## src/rtl/sha_const.sv

```systemverilog
// sha_const: shared state type, marker byte and word-geometry helpers for the SHA formatter
package sha_const;
  typedef enum logic [1:0] {FILL, PAD, LEN, EMIT} state_t;
  localparam logic [7:0] MARKER = 8'h80;
  localparam logic [3:0] LEN_WORD = 4'd14;
  function automatic int nt_of(input int nw);
    return nw / 8;
  endfunction
  function automatic int lw_of(input int nw);
    return 2 * nw;
  endfunction
endpackage

```

## src/rtl/sha_pad_word.sv

```systemverilog
// sha_pad_word: masks a final partial word, inserts the 0x80 marker, flags a marker still owed
module sha_pad_word
  import sha_const::*;
#(
  parameter int NW = 32,
  localparam int NT = nt_of(NW),
  localparam int KW = $clog2(NT) + 1
) (
  input  logic [NW-1:0] in_data,
  input  logic [KW-1:0] k,
  input  logic          last,
  output logic [NW-1:0] word,
  output logic          pend
);
  always_comb begin
    word = in_data;
    for (int j = 0; j < NT; j++)
      if (last && j >= int'(k)) word[NW-1-8*j -: 8] = j == int'(k) ? MARKER : 8'h00;
  end
  assign pend = last && int'(k) >= NT;
endmodule

```

## src/rtl/sha_pad_stream.sv

```systemverilog
// sha_pad_stream: streams a message into FIPS 180-4 padded 16-word blocks with index/first/last
module sha_pad_stream
  import sha_const::*;
#(
  parameter int NW = 32,
  parameter int NI = 16,
  localparam int NT = nt_of(NW),
  localparam int LW = lw_of(NW),
  localparam int KW = $clog2(NT) + 1
) (
  input  logic             clk,
  input  logic             rst,
  input  logic             in_valid,
  output logic             in_ready,
  input  logic [NW-1:0]    in_data,
  input  logic             in_last,
  input  logic [KW-1:0]    in_bytes,
  output logic             out_valid,
  input  logic             out_ready,
  output logic [16*NW-1:0] out_data,
  output logic [NI-1:0]    out_index,
  output logic             out_first,
  output logic             out_last
);
  localparam logic [NW-1:0] MARKER_WORD = {MARKER, {(NW-8){1'b0}}};
  state_t state, state_d;
  logic [NW-1:0] buf_q [16];
  logic [NW-1:0] buf_d [16];
  logic [3:0] wi, wi_d;
  logic [LW-1:0] bitlen, bitlen_d;
  logic [NI-1:0] blk, blk_d;
  logic pend, pend_d, fin, fin_d, done, done_d;
  logic [KW-1:0] k;
  logic [NW-1:0] word;
  logic wpend;
  assign k = (!in_last || in_bytes > KW'(NT)) ? KW'(NT) : in_bytes;
  sha_pad_word #(.NW(NW)) u_word (
    .in_data(in_data),
    .k(k),
    .last(in_last),
    .word(word),
    .pend(wpend)
  );
  // done marks that the last word is in; a non-final EMIT then resumes padding instead of filling
  always_comb begin
    state_d = state;
    wi_d = wi;
    bitlen_d = bitlen;
    blk_d = blk;
    pend_d = pend;
    fin_d = fin;
    done_d = done;
    buf_d = buf_q;
    case (state)
      FILL: if (in_valid) begin
        buf_d[wi] = word;
        bitlen_d = bitlen + LW'({k, 3'b000});
        wi_d = wi + 4'd1;
        pend_d = wpend;
        done_d = in_last;
        state_d = wi == 4'd15 ? EMIT : !in_last ? FILL :
                  (!wpend && wi == LEN_WORD - 4'd1) ? LEN : PAD;
      end
      PAD: begin
        buf_d[wi] = pend ? MARKER_WORD : '0;
        pend_d = 1'b0;
        wi_d = wi + 4'd1;
        state_d = wi == LEN_WORD - 4'd1 ? LEN : wi == 4'd15 ? EMIT : PAD;
      end
      LEN: begin
        buf_d[LEN_WORD] = bitlen[LW-1:NW];
        buf_d[LEN_WORD + 4'd1] = bitlen[NW-1:0];
        fin_d = 1'b1;
        state_d = EMIT;
      end
      EMIT: if (out_ready) begin
        wi_d = '0;
        blk_d = fin ? '0 : blk + 1'b1;
        bitlen_d = fin ? '0 : bitlen;
        pend_d = fin ? 1'b0 : pend;
        done_d = fin ? 1'b0 : done;
        fin_d = 1'b0;
        state_d = (!fin && done) ? PAD : FILL;
      end
      default: state_d = FILL;
    endcase
  end
  always_ff @(posedge clk or negedge rst)
    if (!rst) begin
      state <= FILL;
      wi <= '0;
      bitlen <= '0;
      blk <= '0;
      pend <= 1'b0;
      fin <= 1'b0;
      done <= 1'b0;
      for (int i = 0; i < 16; i++) buf_q[i] <= '0;
    end else begin
      state <= state_d;
      wi <= wi_d;
      bitlen <= bitlen_d;
      blk <= blk_d;
      pend <= pend_d;
      fin <= fin_d;
      done <= done_d;
      buf_q <= buf_d;
    end
  for (genvar i = 0; i < 16; i++) assign out_data[i*NW +: NW] = buf_q[i];
  assign in_ready = state == FILL;
  assign out_valid = state == EMIT;
  assign out_index = blk;
  assign out_first = blk == '0;
  assign out_last = fin;
endmodule

```

## config.mk

```make
export PLATFORM = sky130hd
export DESIGN_NAME = sha_pad_stream
export DESIGN_NICKNAME = d
export VERILOG_FILES = /design/src/rtl/sha_const.sv /design/src/rtl/sha_pad_word.sv /design/src/rtl/sha_pad_stream.sv
export SDC_FILE = /design/constraint.sdc
export NUM_CORES = 1
export LEC_CHECK = 0
export ABC_CLOCK_PERIOD_IN_PS = 6650
export CAP_MARGIN = 40
export CORE_AREA = 8 8 218 220
export CTS_CLUSTER_SIZE = 20
export DETAILED_ROUTE_END_ITERATION = 8
export DIE_AREA = 0 0 226 228
export DONT_BUFFER_PORTS = 1
export PLACE_DENSITY = 0.75
export SYNTH_ARGS = -nofsm -noshare
export SYNTH_HDL_FRONTEND = slang
export SYNTH_SLANG_ARGS = --single-unit
```

## constraint.sdc

```tcl
create_clock -name clk -period 6.65 [get_ports clk]
set_clock_uncertainty 0.15 [all_clocks]
set_input_delay 1.33 -clock clk [delete_from_list [all_inputs] [get_ports clk]]
set_output_delay 1.33 -clock clk [all_outputs]
set_load 0.01 [all_outputs]
```

Word level (Yosys, flattened, before mapping):

Cells that the tools add are included.

* add/subtract/negate cells: 3
* $lt $le $gt $ge: 8
* equality and inequality tests: 11
* multiplexer cells: 42
* bitwise logic cells: 1
* reductions and logical operators: 28

Operator list (number)
* 512-bit bitwise mux: 2
* 448-bit case mux with 2 select lines: 1
* 512-bit two-way mux: 1
* 64-bit two-way mux: 3
* 64-bit case mux with 3 select lines: 1
* 32-bit demux with 4-bit select: 1
* 64-bit case mux with 2 select lines: 1
* 64-bit by 6-bit adder with 64-bit output: 1
* 32-bit two-way mux: 2
* 8-bit two-way mux: 8
* 16-bit by 1-bit adder with 16-bit output (second input constant): 1
* 16-bit logical NOT: 1
* 16-bit two-way mux: 1
* 2-bit two-way mux: 7
* 4-bit case mux with 3 select lines: 1
* 2-bit AND reduction: 5
* 4-bit equality test (second input constant): 2
* 1-bit logical AND: 8
* 4-bit two-way mux: 2
* 2-bit case mux with 4 select lines: 1
* 4-bit AND reduction: 2
* 3-bit equality test (first input constant): 2
* 1-bit by 3-bit greater-or-equal comparator with 1-bit output (first input constant): 2
* 2-bit by 3-bit greater-or-equal comparator with 1-bit output (first input constant): 2
* other kinds (22): 35

* flip-flop bits (word level): 601
* output and inout port bits: 532
* logic and storage cells: 116

Depth between registers and ports, before layout:

* depth after elaboration: 12
* depth in mapped cells: 11
* mapped depth without buffers: 10

Cells and area by module:

A second synthesis with hierarchy kept.

* cell total of the unflattened synthesis: 2512
* area total of the unflattened synthesis: 24516.0 um^2

By module, submodules not included
* sha_pad_stream: instances 1, cells each 2471, area an instance 24210.7 um^2
* sha_pad_word: instances 1, cells each 41, area an instance 305.3 um^2

Worst setup path after synthesis:

Ideal clock, no wire load.

* path type: input port to flip-flop
* from: input in_last
* to: register bitlen[20]
* library setup time: 0.078 ns
* data arrival time: 3.324 ns
* required time: 6.422 ns
* slack: 3.098 ns
* stages on the path: 10
* buffers on the path: 1
* cells stage by stage: inv_2 nor2_2 inv_2 ha_1 o21ai_0 o21ai_2 nand3_1 buf_2 or4_1 a21oi_1

* word-level cells in the longest chain between the ends: 6

RTL lines
* from (decl): line sha_pad_stream.sv:16 `input logic in_last,`
* 1-bit logical NOT
* 1-bit logical OR: line sha_pad_stream.sv:36 `assign k = (!in_last || in_bytes > KW'(NT)) ? KW'(NT) : in_bytes;`
* 3-bit two-way mux: line sha_pad_stream.sv:36
* 64-bit by 6-bit adder with 64-bit output: line sha_pad_stream.sv:57 `bitlen_d = bitlen + LW'({k, 3'b000});`
* 64-bit two-way mux: line sha_pad_stream.sv:55 `FILL: if (in_valid) begin`
* 64-bit case mux with 2 select lines: line sha_pad_stream.sv:54 `case (state)`
* to (signal assigned): line sha_pad_stream.sv:101 `bitlen <= bitlen_d;`
* to (decl): line sha_pad_stream.sv:30 `logic [LW-1:0] bitlen, bitlen_d;`

Every way passes these cells. The select of a mux whose other input is x is not followed.
A chain may end at the register's enable or synchronous reset.

Worst setup path after layout:

* from: register state[0]
* to: register bitlen[47]

* word-level cells in the longest chain between the ends: 3
* elaborated cells between the ends (all ways): 8
* classes of those cells: eq/ne (4); mux (1); reduce/logical (3)

RTL lines
* from (decl): line sha_pad_stream.sv:26 `state_t state, state_d;`
* from (signal assigned): line sha_pad_stream.sv:99 `state <= state_d;`
* 2-bit equality test (*)
* named net out_valid: line sha_pad_stream.sv:18 `output logic out_valid,`
* 2-bit by 1-bit != test with 1-bit output (no line) or 2-bit nonzero test (tied branches)
* 4-bit AND reduction (no line)

The timed path passes the listed nets; every way through them passes the cells marked *.

==> flow_summary.json <==
{
  "status": "complete, but fails checks",
  "failed_checks": "max-slew violations",
  "wl_um": 79700,
  "power_mw": 13.0,
  "clock_sinks": 598,
  "cts-buffers-inserted": 59,
  "tns_ns": 0,
  "drt_iter0_drc": 2032,
  "initial_core_util": 0.539,
  "final_util": 0.600,
  "vias": 18400,
  "slew_headroom": -0.590,
  "gr-total-overflow": 0,
  "area_growth_pct": 11.5,
  "finalMaxSlewViolations": 338,
  "row_count": 77,
  "intPower_mw": 7.77,
  "cts_buffer_depth": 3,
  "power.density_nw_per_um2": 495,
  "syn_inst": 2360,
  "ys_async_sr_fraction": 1.00,
  "die_x_um": 226,
  "finalHoldViolations": 0,
  "fillers": 3508,
  "critPathRequiredTime_ns": 7.04,
  "sequentialPowerShare": 0.508,
  "cts_hold_buffers": 0,
  "critPathMaxFanout": 21,
  "holdCritPathClass": "input port to asynchronous set/reset pin",
  "worstPathArrival_ns": 4.61,
  "tightestPinTransition_ns": 2.39,
  "yosysWarnings": 0,
  "final_cell_area_um2": 26300,
  "cts_tree": "yes",
  "rsz0062_at_grt": "false",
  "crit_type": "register to register",
  "io_pins": 572,
  "place_area_um2": 24200,
  "power_frac_comb": 0.212,
  "grt_max_degree": 599,
  "switching_power_mw": 5.26,
  "maxCapViolations": 0,
  "die_height_um": 228,
  "root_buffer": "clkbuf_16",
  "place_congestion": 0.955,
  "grt_util_all_layers": 0.301,
  "max_freq_mhz": 237,
  "seqCellArea_um2": 15000,
  "antenna_found_initial": 2,
  "ir_drop_uv": 323,
  "vias_per_cell": 6.29,
  "switching_share": 0.404,
  "synth_cell_types": 59,
  "fin_crit_sh": 0.634,
  "drc": 0,
  "wl_per_cell_um": 27.2,
  "synth-seq-cells": 598,
  "layout_common_cells": "dfrtp_1, nand2_1, o21ai_0, clkbuf_16, a22oi_1",
  "hpwl_um": 56300,
  "finalCriticalPeriod_ns": 4.22,
  "layout-drive-gt1-share": 0.0733,
  "die_area_um2": 51500,
  "synth.avg_cell_area_um2": 10.0,
  "clk_latency_ns": 0.61,
  "multi_input_area_um2": 7980,
  "final_nets": 2337,
  "dr.pass1.iters": 6,
  "grt_pass1_wl_um": 118000,
  "syn_area_um2": 23600,
  "cts_setup_buffers": 0,
  "synth_ff_type": "dfrtp_1",
  "diodes": 0,
  "end_kind": "register",
  "grt_pass1_vias": 17900,
  "ant_nets": 0,
  "seq_area_frac_synth": 0.634,
  "synth_edf_count": 0,
  "synthesis.nets": 2413,
  "final_common_cell": "dfrtp_1",
  "htree_levels": 2,
  "cts_resized": 0,
  "p_leak_nw": 11.8,
  "clk_pin_slew_ns": 0.06,
  "start_kind": "register",
  "core-area_um2": 43800,
  "port_buffers": 0,
  "setup_viol": 0,
  "clkPwrFrac": 0.280
}
registers in the layout, indices dropped and copies added, names as in the netlist:
register and count:
bitlen 61, done 1, out_data 512, out_index 16, out_last 1, pend 1, state 2, wi 4
kinds of logic (layout without fill, tap and decap cells):
logic type | count (synthesis) | count (layout) | share of synthesized area
xor gates and xnor gates | 24 | 24 | 0.00890
buffers and inverters | 187 | 161 | 0.0306
muxes | 8 | 8 | 0.00360
and+or+nand+nor | 818 | 818 | 0.153
DFF | 598 | 598 | 0.634
AOI/OAI and AO/OA | 712 | 712 | 0.163
adders and majority gates | 13 | 13 | 0.00689
through the flow:
stage / hold WS (ns) / worst slack [ns] / std cells
after floorplan: 0.329 / 3.10 / 2360
after global placement: 0.358 / 2.39 / 2799
after detailed placement: 0.389 / 2.36 / 2814
after CTS: 0.245 / 2.45 / 2925
after global routing: 0.255 / 2.23 / 2926
final: 0.279 / 2.43 / 2926
cell usage after synthesis (all sizes together) (3+ instances only):
library cell,number,area share
mux2,4,0.0019
nor3,11,0.0032
nand2,591,0.094
nor3b,3,0.0012
o41ai,3,0.0011
buf,12,0.0028
a22oi,55,0.017
a21oi,54,0.011
a2bb2oi,4,0.0015
or3,27,0.0072
a22o,3,0.0011
xnor2,11,0.0041
inv,22,0.0035
nor2,50,0.0081
ha,13,0.0069
o22ai,3,0.00079
nand3,30,0.0064
clkbuf,153,0.024
nand4,31,0.010
nand2b,6,0.0016
and2,7,0.0019
or2,4,0.0011
nor4,13,0.0043
nor2b,3,0.00079
nand4b,4,0.0015
o31ai,22,0.0070
xor2,13,0.0048
o21ai,556,0.12
dfrtp,598,0.63
mux2i,4,0.0017
and3,7,0.0019
and4,8,0.0030
or4,18,0.0057
final timing paths:
| kind | from | to | slack, ns | cells past startpoint |
|---|---|---|---|---|
| setup / recovery | state[0] | bitlen[47] | 2.43 | 7 |
| hold / removal | rst | out_data[117] | 0.28 | 0 |
| setup reg to reg | state[0] | bitlen[47] | 2.43 | 7 |
| hold reg to reg | out_data[265] | out_data[265] | 0.40 | 2 |
| max in group asynchronous | rst | bitlen[37] | 4.19 | 0 |
| min in group clk | out_data[265] | out_data[265] | 0.40 | 2 |
area by class of cell:
cell class | count | area share
multi-input cells | 1575 | 0.303
clock inverters | 29 | 0.0169
flip-flops and latches | 598 | 0.569
well taps | 592 | 0.0281
inverters | 22 | 0.00314
repair buffers | 28 | 0.0150
clock buffers | 82 | 0.0647
routing by layer:
metal,wire (um),up-vias,track usage
met5,25,-,0
met4,3900,4,0.143
met1,27500,9184,0.356
met2,38000,1098,0.481
li1,-,7908,-
met3,10300,212,0.115
worst max-delay path, cell delays in order (launching register included):
cell and delay [ns]:
dfrtp_1 0.41, ha_1 0.75, mux2i_1 0.26, clkbuf_4 0.26
nor3_4 0.64, nand4_1 0.79, or4_1 0.73, a21oi_1 0.15
power groups by stage:
stage,logic (mW),clock network (mW),registers [mW]
6_report,2.76,3.64,6.62
5_1_grt,3.08,3.82,6.73
4_1_cts,2.73,3.66,6.63
3_5_place_dp,2.74,0,6.65
3_3_place_gp,2.45,0,6.64
2_1_floorplan,1.78,0,6.02
Note: power is estimated with default switching activity, not from simulation.
